<file path="config.mk">
export PLATFORM = sky130hd
export DESIGN_NAME = picomips_decode_stage_flat
export DESIGN_NICKNAME = d
export VERILOG_FILES = /design/src/rtl/picomips_pkg.sv /design/src/rtl/picomips_decode_stage_if.sv /design/src/rtl/picomips_decode_stage_branch_cond.sv /design/src/rtl/picomips_decode_stage.sv /design/src/flat_wrapper.sv
export SDC_FILE = /design/constraint.sdc
export NUM_CORES = 1
export LEC_CHECK = 0
export CORE_ASPECT_RATIO = 0.9
export CORE_UTILIZATION = 48
export CTS_BUF_LIST = sky130_fd_sc_hd__clkbuf_8
export DETAILED_ROUTE_END_ITERATION = 12
export PLACE_DENSITY = 0.8
export SYNTH_ARGS = -nofsm -noshare
export SYNTH_HDL_FRONTEND = slang
export SYNTH_SLANG_ARGS = --single-unit
</file>
<file path="constraint.sdc">
create_clock -name clk -period 2.6 [get_ports clk]
set_input_delay 0.26 -clock clk [delete_from_list [all_inputs] [get_ports clk]]
set_output_delay 0.26 -clock clk [all_outputs]
set_load 0.05 [all_outputs]
</file>
<file path="src/rtl/picomips_pkg.sv">
// Shared picoMIPS definitions: opcode and ALU encodings, flag bit positions
// and opcode-class helpers used by the decode stage and its branch evaluator.
package picomips_pkg;

    localparam int OPC_W       = 6;
    localparam int FLAG_N      = 4;
    localparam int ALU_W       = 3;
    localparam int MAXPEND_DEF = 3;

    // Flag vector bit order is {V,N,Z,C}
    localparam int FV = 3;
    localparam int FN = 2;
    localparam int FZ = 1;
    localparam int FC = 0;

    typedef enum logic [OPC_W-1:0] {
        OP_NOP  = 6'd0,
        OP_ADD  = 6'd1,
        OP_ADDI = 6'd2,
        OP_SUB  = 6'd3,
        OP_SUBI = 6'd4,
        OP_J    = 6'd5,
        OP_BEQ  = 6'd6,
        OP_BNE  = 6'd7,
        OP_BGE  = 6'd8,
        OP_BLO  = 6'd9
    } opcode_e;

    typedef enum logic [ALU_W-1:0] {
        RNOP = 3'b000,
        RADD = 3'b010,
        RSUB = 3'b011
    } alu_e;

    function automatic logic is_flagset(opcode_e op);
        return op inside {OP_ADD, OP_ADDI, OP_SUB, OP_SUBI};
    endfunction

    function automatic logic is_branch(opcode_e op);
        return op inside {OP_BEQ, OP_BNE, OP_BGE, OP_BLO};
    endfunction

endpackage

</file>
<file path="src/rtl/picomips_decode_stage_if.sv">
// Fetch-side and execute-side handshake bundle of the picoMIPS decode stage.
interface picomips_decode_stage_if #(
    parameter int OPW = 6,
    parameter int NF  = 4,
    parameter int AFW = 3
);
    logic           in_valid;
    logic           in_ready;
    logic [OPW-1:0] opcode;
    logic [NF-1:0]  alu_flags;
    logic           flags_we;
    logic           out_valid;
    logic           out_ready;
    logic [AFW-1:0] ALUfunc;
    logic           imm;
    logic           w;
    logic           PCincr;
    logic           PCabsbranch;
    logic           PCrelbranch;
    logic           flush;
    logic           illegal;

    modport slave (
        input  in_valid, opcode, alu_flags, flags_we, out_ready,
        output in_ready, out_valid, ALUfunc, imm, w,
               PCincr, PCabsbranch, PCrelbranch, flush, illegal
    );

    modport master (
        output in_valid, opcode, alu_flags, flags_we, out_ready,
        input  in_ready, out_valid, ALUfunc, imm, w,
               PCincr, PCabsbranch, PCrelbranch, flush, illegal
    );
endinterface

</file>
<file path="src/rtl/picomips_decode_stage_branch_cond.sv">
// Conditional-branch evaluator: resolves a branch opcode against committed flags.
module branch_cond
    import picomips_pkg::*;
#(
    parameter int NF = FLAG_N
) (
    input  opcode_e       op,
    input  logic [NF-1:0] flags,
    output logic          taken
);
    always_comb begin
        taken = 1'b0;
        case (op)
            OP_BEQ:  taken = flags[FZ];
            OP_BNE:  taken = ~flags[FZ];
            OP_BGE:  taken = (flags[FN] == flags[FV]);
            OP_BLO:  taken = flags[FC];
            default: taken = 1'b0;
        endcase
    end
endmodule

</file>
<file path="src/rtl/picomips_decode_stage.sv">
// Registered picoMIPS decode stage with committed flag register, flag-hazard
// scoreboard and one-cycle wrong-path flush after a redirect.
module picomips_decode_stage
    import picomips_pkg::*;
#(
    parameter int OPW     = OPC_W,
    parameter int NF      = FLAG_N,
    parameter int AFW     = ALU_W,
    parameter int MAXPEND = MAXPEND_DEF
) (
    input logic                    clk,
    input logic                    reset,
    picomips_decode_stage_if.slave bus
);
    localparam int PW = $clog2(MAXPEND + 1);

    opcode_e        op_in;
    logic           legal_in, taken, hazard, in_ready, accept, handoff, held_fs;
    logic [PW:0]    pend_eff;
    logic           pend_inc, pend_dec;

    logic [AFW-1:0] dec_alu;
    logic           dec_imm, dec_w, dec_inc, dec_abs, dec_rel;

    logic           out_valid_q, out_valid_d;
    logic [AFW-1:0] alufunc_q, alufunc_d;
    logic           imm_q, imm_d, w_q, w_d;
    logic           pcincr_q, pcincr_d, pcabs_q, pcabs_d, pcrel_q, pcrel_d;
    logic           illegal_q, illegal_d, setflag_q, setflag_d;
    logic [NF-1:0]  flags_q, flags_d;
    logic [PW-1:0]  pend_q, pend_d;
    logic           flush_q, flush_d;

    assign op_in    = opcode_e'(OPC_W'(bus.opcode));
    assign legal_in = (OPW'(op_in) == bus.opcode) &&
                      (op_in inside {OP_NOP, OP_ADD, OP_ADDI, OP_SUB, OP_SUBI,
                                     OP_J, OP_BEQ, OP_BNE, OP_BGE, OP_BLO});

    branch_cond #(.NF(NF)) u_branch_cond (
        .op    (op_in),
        .flags (flags_q),
        .taken (taken)
    );

    // A flag-setter still parked in the output register counts as in flight,
    // so a following branch cannot slip past it on stale flags.
    always_comb begin
        held_fs  = out_valid_q & setflag_q;
        pend_eff = {1'b0, pend_q} + {{PW{1'b0}}, held_fs};
        hazard   = legal_in &
                   ((is_branch(op_in) & ((pend_eff != '0) | bus.flags_we)) |
                    (is_flagset(op_in) & (pend_eff >= (PW+1)'(MAXPEND))));
        in_ready = (~out_valid_q | bus.out_ready) & ~hazard;
        accept   = bus.in_valid & in_ready;
        handoff  = out_valid_q & bus.out_ready;
    end

    always_comb begin
        dec_alu = AFW'(RNOP);
        dec_imm = 1'b0;
        dec_w   = 1'b0;
        dec_inc = 1'b1;
        dec_abs = 1'b0;
        dec_rel = 1'b0;
        if (legal_in) begin
            case (op_in)
                OP_ADD:  begin dec_alu = AFW'(RADD); dec_w = 1'b1; end
                OP_ADDI: begin dec_alu = AFW'(RADD); dec_w = 1'b1; dec_imm = 1'b1; end
                OP_SUB:  begin dec_alu = AFW'(RSUB); dec_w = 1'b1; end
                OP_SUBI: begin dec_alu = AFW'(RSUB); dec_w = 1'b1; dec_imm = 1'b1; end
                OP_J:    begin dec_inc = 1'b0; dec_abs = 1'b1; end
                OP_BEQ, OP_BNE, OP_BGE, OP_BLO: begin
                    dec_inc = ~taken;
                    dec_rel = taken;
                end
                default: ;
            endcase
        end
    end

    always_comb begin
        out_valid_d = out_valid_q;
        alufunc_d   = alufunc_q;
        imm_d       = imm_q;
        w_d         = w_q;
        pcincr_d    = pcincr_q;
        pcabs_d     = pcabs_q;
        pcrel_d     = pcrel_q;
        illegal_d   = illegal_q;
        setflag_d   = setflag_q;

        if (handoff) out_valid_d = 1'b0;
        // During a flush cycle the accepted instruction is consumed but not issued.
        if (accept && !flush_q) begin
            out_valid_d = 1'b1;
            alufunc_d   = dec_alu;
            imm_d       = dec_imm;
            w_d         = dec_w;
            pcincr_d    = dec_inc;
            pcabs_d     = dec_abs;
            pcrel_d     = dec_rel;
            illegal_d   = ~legal_in;
            setflag_d   = legal_in & is_flagset(op_in);
        end

        flags_d = bus.flags_we ? bus.alu_flags : flags_q;
        flush_d = handoff & (pcrel_q | pcabs_q);

        pend_inc = handoff & setflag_q;
        pend_dec = bus.flags_we & (pend_q != '0);
        pend_d   = pend_q;
        if (pend_inc && !pend_dec)      pend_d = pend_q + PW'(1);
        else if (!pend_inc && pend_dec) pend_d = pend_q - PW'(1);
    end

    always_ff @(posedge clk) begin
        if (reset) begin
            out_valid_q <= 1'b0;
            alufunc_q   <= '0;
            imm_q       <= 1'b0;
            w_q         <= 1'b0;
            pcincr_q    <= 1'b0;
            pcabs_q     <= 1'b0;
            pcrel_q     <= 1'b0;
            illegal_q   <= 1'b0;
            setflag_q   <= 1'b0;
            flags_q     <= '0;
            pend_q      <= '0;
            flush_q     <= 1'b0;
        end else begin
            out_valid_q <= out_valid_d;
            alufunc_q   <= alufunc_d;
            imm_q       <= imm_d;
            w_q         <= w_d;
            pcincr_q    <= pcincr_d;
            pcabs_q     <= pcabs_d;
            pcrel_q     <= pcrel_d;
            illegal_q   <= illegal_d;
            setflag_q   <= setflag_d;
            flags_q     <= flags_d;
            pend_q      <= pend_d;
            flush_q     <= flush_d;
        end
    end

    assign bus.in_ready    = in_ready;
    assign bus.out_valid   = out_valid_q;
    assign bus.ALUfunc     = alufunc_q;
    assign bus.imm         = imm_q;
    assign bus.w           = w_q;
    assign bus.PCincr      = pcincr_q;
    assign bus.PCabsbranch = pcabs_q;
    assign bus.PCrelbranch = pcrel_q;
    assign bus.flush       = flush_q;
    assign bus.illegal     = illegal_q;
endmodule
</file>
<file path="src/flat_wrapper.sv">
// flat-port wrapper written by rule: the top's interface ports become plain ports
module picomips_decode_stage_flat import picomips_pkg::*;
#(
    parameter int OPW     = OPC_W,
    parameter int NF      = FLAG_N,
    parameter int AFW     = ALU_W,
    parameter int MAXPEND = MAXPEND_DEF
)
  (clk, reset, bus_in_valid, bus_opcode, bus_alu_flags, bus_flags_we, bus_out_ready, bus_in_ready, bus_out_valid, bus_ALUfunc, bus_imm, bus_w, bus_PCincr, bus_PCabsbranch, bus_PCrelbranch, bus_flush, bus_illegal);
  picomips_decode_stage_if #(.OPW(OPW), .NF(NF), .AFW(AFW)) bus_i ();
  input logic clk;
  input logic reset;
  input wire logic [$bits(bus_i.in_valid)-1:0] bus_in_valid;
  input wire logic [$bits(bus_i.opcode)-1:0] bus_opcode;
  input wire logic [$bits(bus_i.alu_flags)-1:0] bus_alu_flags;
  input wire logic [$bits(bus_i.flags_we)-1:0] bus_flags_we;
  input wire logic [$bits(bus_i.out_ready)-1:0] bus_out_ready;
  output wire logic [$bits(bus_i.in_ready)-1:0] bus_in_ready;
  output wire logic [$bits(bus_i.out_valid)-1:0] bus_out_valid;
  output wire logic [$bits(bus_i.ALUfunc)-1:0] bus_ALUfunc;
  output wire logic [$bits(bus_i.imm)-1:0] bus_imm;
  output wire logic [$bits(bus_i.w)-1:0] bus_w;
  output wire logic [$bits(bus_i.PCincr)-1:0] bus_PCincr;
  output wire logic [$bits(bus_i.PCabsbranch)-1:0] bus_PCabsbranch;
  output wire logic [$bits(bus_i.PCrelbranch)-1:0] bus_PCrelbranch;
  output wire logic [$bits(bus_i.flush)-1:0] bus_flush;
  output wire logic [$bits(bus_i.illegal)-1:0] bus_illegal;
  assign bus_i.in_valid = bus_in_valid;
  assign bus_i.opcode = bus_opcode;
  assign bus_i.alu_flags = bus_alu_flags;
  assign bus_i.flags_we = bus_flags_we;
  assign bus_i.out_ready = bus_out_ready;
  assign bus_in_ready = bus_i.in_ready;
  assign bus_out_valid = bus_i.out_valid;
  assign bus_ALUfunc = bus_i.ALUfunc;
  assign bus_imm = bus_i.imm;
  assign bus_w = bus_i.w;
  assign bus_PCincr = bus_i.PCincr;
  assign bus_PCabsbranch = bus_i.PCabsbranch;
  assign bus_PCrelbranch = bus_i.PCrelbranch;
  assign bus_flush = bus_i.flush;
  assign bus_illegal = bus_i.illegal;
  picomips_decode_stage #(.OPW(OPW), .NF(NF), .AFW(AFW), .MAXPEND(MAXPEND)) u_core (.clk(clk), .reset(reset), .bus(bus_i));
endmodule
</file>
After elaboration in Yosys (flattened, before gate mapping) --
Cells that the tools add are included. Widths: inputs -> output; s select.
Operators by class: add/sub/neg operators 3, multipliers 0, divide/modulo/power cells 0, $lt $le $gt $ge 1, equality and inequality tests 10, shifts and indexed selects 0, mux-type cells 17, bitwise operators 20, reduce and logical (&&, ||, !) cells 19
Operators with widths (count):
- $eq 6x3->1 const B | 4
- $eq 6x2->1 const B | 2
- $eq 6x4->1 const B | 2
- $and 1x1->1 | 11
- $mux 1 | 11
- $reduce_bool 10->1 | 1
- $reduce_bool 4->1 | 2
- $reduce_or 4->1 | 2
- $eq 6x1->1 const B | 1
- $logic_not 6->1 | 1
- $reduce_bool 2->1 | 3
- $reduce_or 2->1 | 3
- $not 1->1 | 5
- $mux 2 | 2
- $or 1x1->1 | 4
- $pmux 1 s4 | 1
- $pmux 2 s2 | 1
- $add 2x1->3 | 1
- $ge 3x2->1 const B | 1
- $logic_and 1x1->1 | 3
- $logic_not 1->1 | 3
- $mux 3 | 1
- $reduce_bool 3->1 | 1
- $add 2x1->2 const B | 1
- other kinds (3) | 3
Storage, ports and cells: bits in registers 18, bits in latches 0, bits in writable memories 0, bits in read-only memories 0, output and inout port bits 12, word-level logic and storage cells 82, memories kept 0

Logic depth before layout (Yosys ltp) --
Gate-level depths: netlist of run 1.
depth after elaboration 12, gate-level depth with buffers 8

Modules after synthesis --
Synthesis of run 1 repeated with hierarchy kept, for this count alone.
Unflattened totals: cell total of the unflattened synthesis 104, area, all modules 985.9 um2
Modules (own cells, without submodules):
- picomips_decode_stage | times used 1, cells an instance 95, area each 899.6 um2, seq. area each 300.3 um2
- branch_cond | times used 1, cells an instance 9, area each 86.3 um2, seq. area each 0.0 um2

Worst setup path after synthesis of run 1 --
OpenSTA, ideal clock, no wires.
path kind reg-to-reg, start point register u_core.out_valid_q, in the netlist u_core.bus.out_valid, end point register u_core.pcincr_q, in the netlist u_core.bus.PCincr, library setup time 0.065 ns, data arrival time 2.918 ns, setup slack -0.383 ns, stages on the path, launching flop included 8, clock period less this slack 2.983 ns, cells stage by stage dfxtp_1 > and2_1 > ha_1 > ha_1 > nor4_4 > a211oi_1 > nor3_1 > a32o_1
Between the ends: cells in the longest elaborated chain, start to end 11, elaborated cells between the ends (all ways) 15, classes of those cells add/sub (1); order compare (1); bitwise (11); reduce/logical (2)
RTL lines:
- start: declaration | line picomips_decode_stage.sv:25 | logic out_valid_q, out_valid_d;
- start signal: assignment | line picomips_decode_stage.sv:131 | out_valid_q <= out_valid_d;
- parallel branches: the longest is 8 deep, another holds $add 2x1->3
- $and 1x1->1 (*) | line picomips_decode_stage.sv:53 | in_ready = (~out_valid_q | bus.out_ready) & ~hazard;
- named net bus_in_ready | line flat_wrapper.sv:18 | output wire logic [$bits(bus_i.in_ready)-1:0] bus_in_ready;
- $and 1x1->1 (*) | line picomips_decode_stage.sv:54 | accept = bus.in_valid & in_ready;
- $logic_and 1x1->1 (*) | line picomips_decode_stage.sv:94 | if (accept && !flush_q) begin
- end signal: assignment | line picomips_decode_stage.sv:135 | pcincr_q <= pcincr_d;
- end: declaration | line picomips_decode_stage.sv:28 | logic pcincr_q, pcincr_d, pcabs_q, pcabs_d, pcrel_q, pcrel_d;
Mark *: on every way through the listed nets, which the timed path passes. A chain may end at the register's enable or synchronous reset.

==> impl_metrics.py, run 1 <==
metrics = {
    "run_status": {
        "status": "finished, final reports clean",
    },
    "clock_tree": {
        "clockBufferDepth": 2,
        "post-cts-setup-buffers": 0,
        "cts_num_sinks": 15,
        "clk-insertion-delay-late_ns": 0.25,
        "clk_pin_slew_ns": 0.06,
        "clockRootBuffer": "clkbuf_8",
        "numCtsBuffers": 3,
        "cts_resized": 0,
        "cts_tree": "yes",
        "ctsHtreeMaxLevel": 1,
        "cts_hold_buf": 0,
    },
    "final_layout": {
        "final_cell_area_um2": 1240,
        "drive_above_1_share_pct": 10.7,
        "fin_nets": 150,
        "syn_to_final_growth_pct": 31.1,
        "largest_register": "u_core.flags_q",
        "antenna_cells": 0,
        "final_util_pct": 70.8,
        "largest_reg_flops": 4,
    },
    "yosys": {
        "netlist_area_um2": 946,
        "synth.most_common_cell": "dfxtp_1",
        "ys_seq_area_share_pct": 31.7,
        "synth_cells": 107,
        "avgSynthCellArea_um2": 8.84,
        "yosysWarnings": 0,
        "synth.largest_area_cell": "dfxtp_1",
        "synth_edf_count": 0,
        "synth_top_cell_area_share_pct": 31.7,
        "yosys-top-cells-area": "dfxtp_1, mux2i_1, nand2b_1",
        "synthArstFlopShare_pct": 0,
        "synthTopCellsByCount": "dfxtp_1, nor2_1, mux2i_1",
        "synth_ff_type": "dfxtp_1",
        "ys_ff_latch": 15,
        "synth_fp_nets": 125,
        "ys_types": 36,
    },
    "floorplan": {
        "core-area_um2": 1750,
        "fp-row-count": 14,
        "initial_utilization_pct": 54.0,
        "die_width_um": 48.8,
        "die_height_um": 44.1,
        "dieArea_um2": 2150,
        "ios": 27,
    },
    "worst_hold_path": {
        "holdCritStartpoint": "u_core.bus.ALUfunc[0]$_SDFFE_PP0P_",
        "min_path_type": "flip-flop to flip-flop",
    },
    "power": {
        "peakVddDrop_mv": 0.339,
        "power.total_uw": 595,
        "p_leak_nw": 0.493,
        "p_per_area_nw_per_um2": 480,
    },
    "drt": {
        "vias": 825,
        "routed_wirelength_um": 1880,
        "drc": 0,
        "ant_nets": 0,
        "drt_iter0_drc": 20,
        "first_pass_iters": 4,
        "avgRoutedWirePerCell_um": 12.1,
        "vias_per_cell": 5.32,
    },
    "placed_design": {
        "globalplace.congestion": 0.858,
        "hpwl_um": 1490,
        "io_buffer_count": 25,
        "dpl_cell_area_um2": 1190,
    },
    "setup_path": {
        "path_class": "flip-flop to flip-flop",
        "crit_required_ns": 2.73,
        "crit_arrival_ns": 2.59,
        "critPathCaptureType": "flip-flop",
        "critPathLaunchType": "flip-flop",
        "reg2reg_from": "u_core.bus.ALUfunc[1]$_SDFFE_PP0P_",
        "path_max_fanout": 5,
        "critPathLaunch": "u_core.bus.ALUfunc[1]$_SDFFE_PP0P_",
    },
    "global_routing": {
        "grt_pass1_wl_um": 3220,
        "grt_max_degree": 22,
        "antenna_found_initial": 0,
        "grt.overflow.total": 0,
        "first_global_vias": 767,
        "track_usage_pct": 19.6,
    },
    "sta": {
        "setup_tns_ns": 0,
        "hold_viol_final": 0,
        "period_share_pct": 94.4,
        "min_period_ns": 2.46,
        "worst_slew_pin_slew_ns": 0.497,
        "grt_setup_unrepaired": "false",
        "slew_viol_final": 0,
        "fmax_mhz": 407,
        "setup_violations": 0,
        "slew_headroom_pct": 66.8,
        "fin_skew_ns": 0.000429,
    },
    "run": {
        "max_cap_violations": 0,
    },
}
==> worst max-delay path, stage by stage (launching register included) <==
cell,delay [ns]
dfxtp_1,0.34
and2_1,0.17
ha_1,0.19
ha_1,0.33
a21oi_1,0.22
nor4_1,0.12
or4_1,0.63
buf_4,0.21
mux2i_1,0.12
==> report_power, final <==
part           total [mW]  leakage [nW]  internal (mW)  switching (mW)
clock               0.191        0.0255          0.106          0.0846
combinational       0.150         0.345         0.0723          0.0776
sequential          0.254         0.123          0.243          0.0110
==> metrics by stage <==
step                      hold WS [ns]  worst slack, ns  std cells
after floorplan                  0.407           0.0201        107
after global placement           0.470            0.197        151
after detailed placement         0.475            0.150        151
after CTS                        0.484            0.154        155
after global routing             0.502           0.0421        155
final                            0.477            0.144        155
==> cell usage in the layout (no fill, tap or decap), types with 4 or more instances in the layout <==
| cell type | n |
|---|---|
| buf_4 | 5 |
| a21oi_1 | 4 |
| mux2i_1 | 10 |
| dfxtp_1 | 15 |
| nor2_1 | 12 |
| nor2b_1 | 4 |
| nand2_1 | 5 |
| nand2b_1 | 9 |
| clkdlybuf4s50_1 | 24 |
| o21ai_0 | 5 |
==> metal layers <==
metal,routed length (um),track usage [%]
met5,0,0
met4,50,12.4
met3,42,2.06
met2,869,34.2
met1,915,23.7
==> area by class of cell <==
type	instances	area [um^2]
multi-input cells	83	586
well taps	24	30.0
flip-flops and latches	15	300
clock buffers	3	41.3
fillers	150	512
repair buffers	29	278
clock inverters	1	5.00
==> worst paths after layout <==
kind | end | slack (ns) | cells after the start
setup reg to reg | u_core.bus.PCabsbranch$_SDFFE_PP0P_ | 0.14 | 8
hold / removal | u_core.bus.ALUfunc[0]$_SDFFE_PP0P_ | 0.48 | 2
setup / recovery | u_core.bus.PCabsbranch$_SDFFE_PP0P_ | 0.14 | 8
hold reg to reg | u_core.bus.ALUfunc[0]$_SDFFE_PP0P_ | 0.48 | 2
==> cell families after synthesis <==
group	share of synthesized area [%]
AND/OR/NAND/NOR	28.8
XOR/XNOR	4.63
flip-flops	31.7
buffers and inverters	6.88
AO/OA/AOI/OAI	11.4
other	0.396
adder cells (fa/ha/maj)	3.97
multiplexers	12.2
(Power assumes the default switching activity.)
==> run 2, diff against run 1 <==
--- a/config.mk
+++ b/config.mk
@@ -8,6 +8,7 @@
 export CORE_ASPECT_RATIO = 0.9
 export CORE_UTILIZATION = 48
 export CTS_BUF_LIST = sky130_fd_sc_hd__clkbuf_8
+export CTS_CLUSTER_SIZE = 25
 export DETAILED_ROUTE_END_ITERATION = 12
 export PLACE_DENSITY = 0.8
 export SYNTH_ARGS = -nofsm -noshare
==> results of run 2 <==
The final DEF is identical to that of run 1; final timing and power are the same.
==> run 3, diff against run 2 <==
--- a/config.mk
+++ b/config.mk
@@ -14,3 +14,4 @@
 export SYNTH_ARGS = -nofsm -noshare
 export SYNTH_HDL_FRONTEND = slang
 export SYNTH_SLANG_ARGS = --single-unit
+export TNS_END_PERCENT = 1
==> results of run 3 <==
The final DEF is identical to that of run 1; final timing and power are the same.
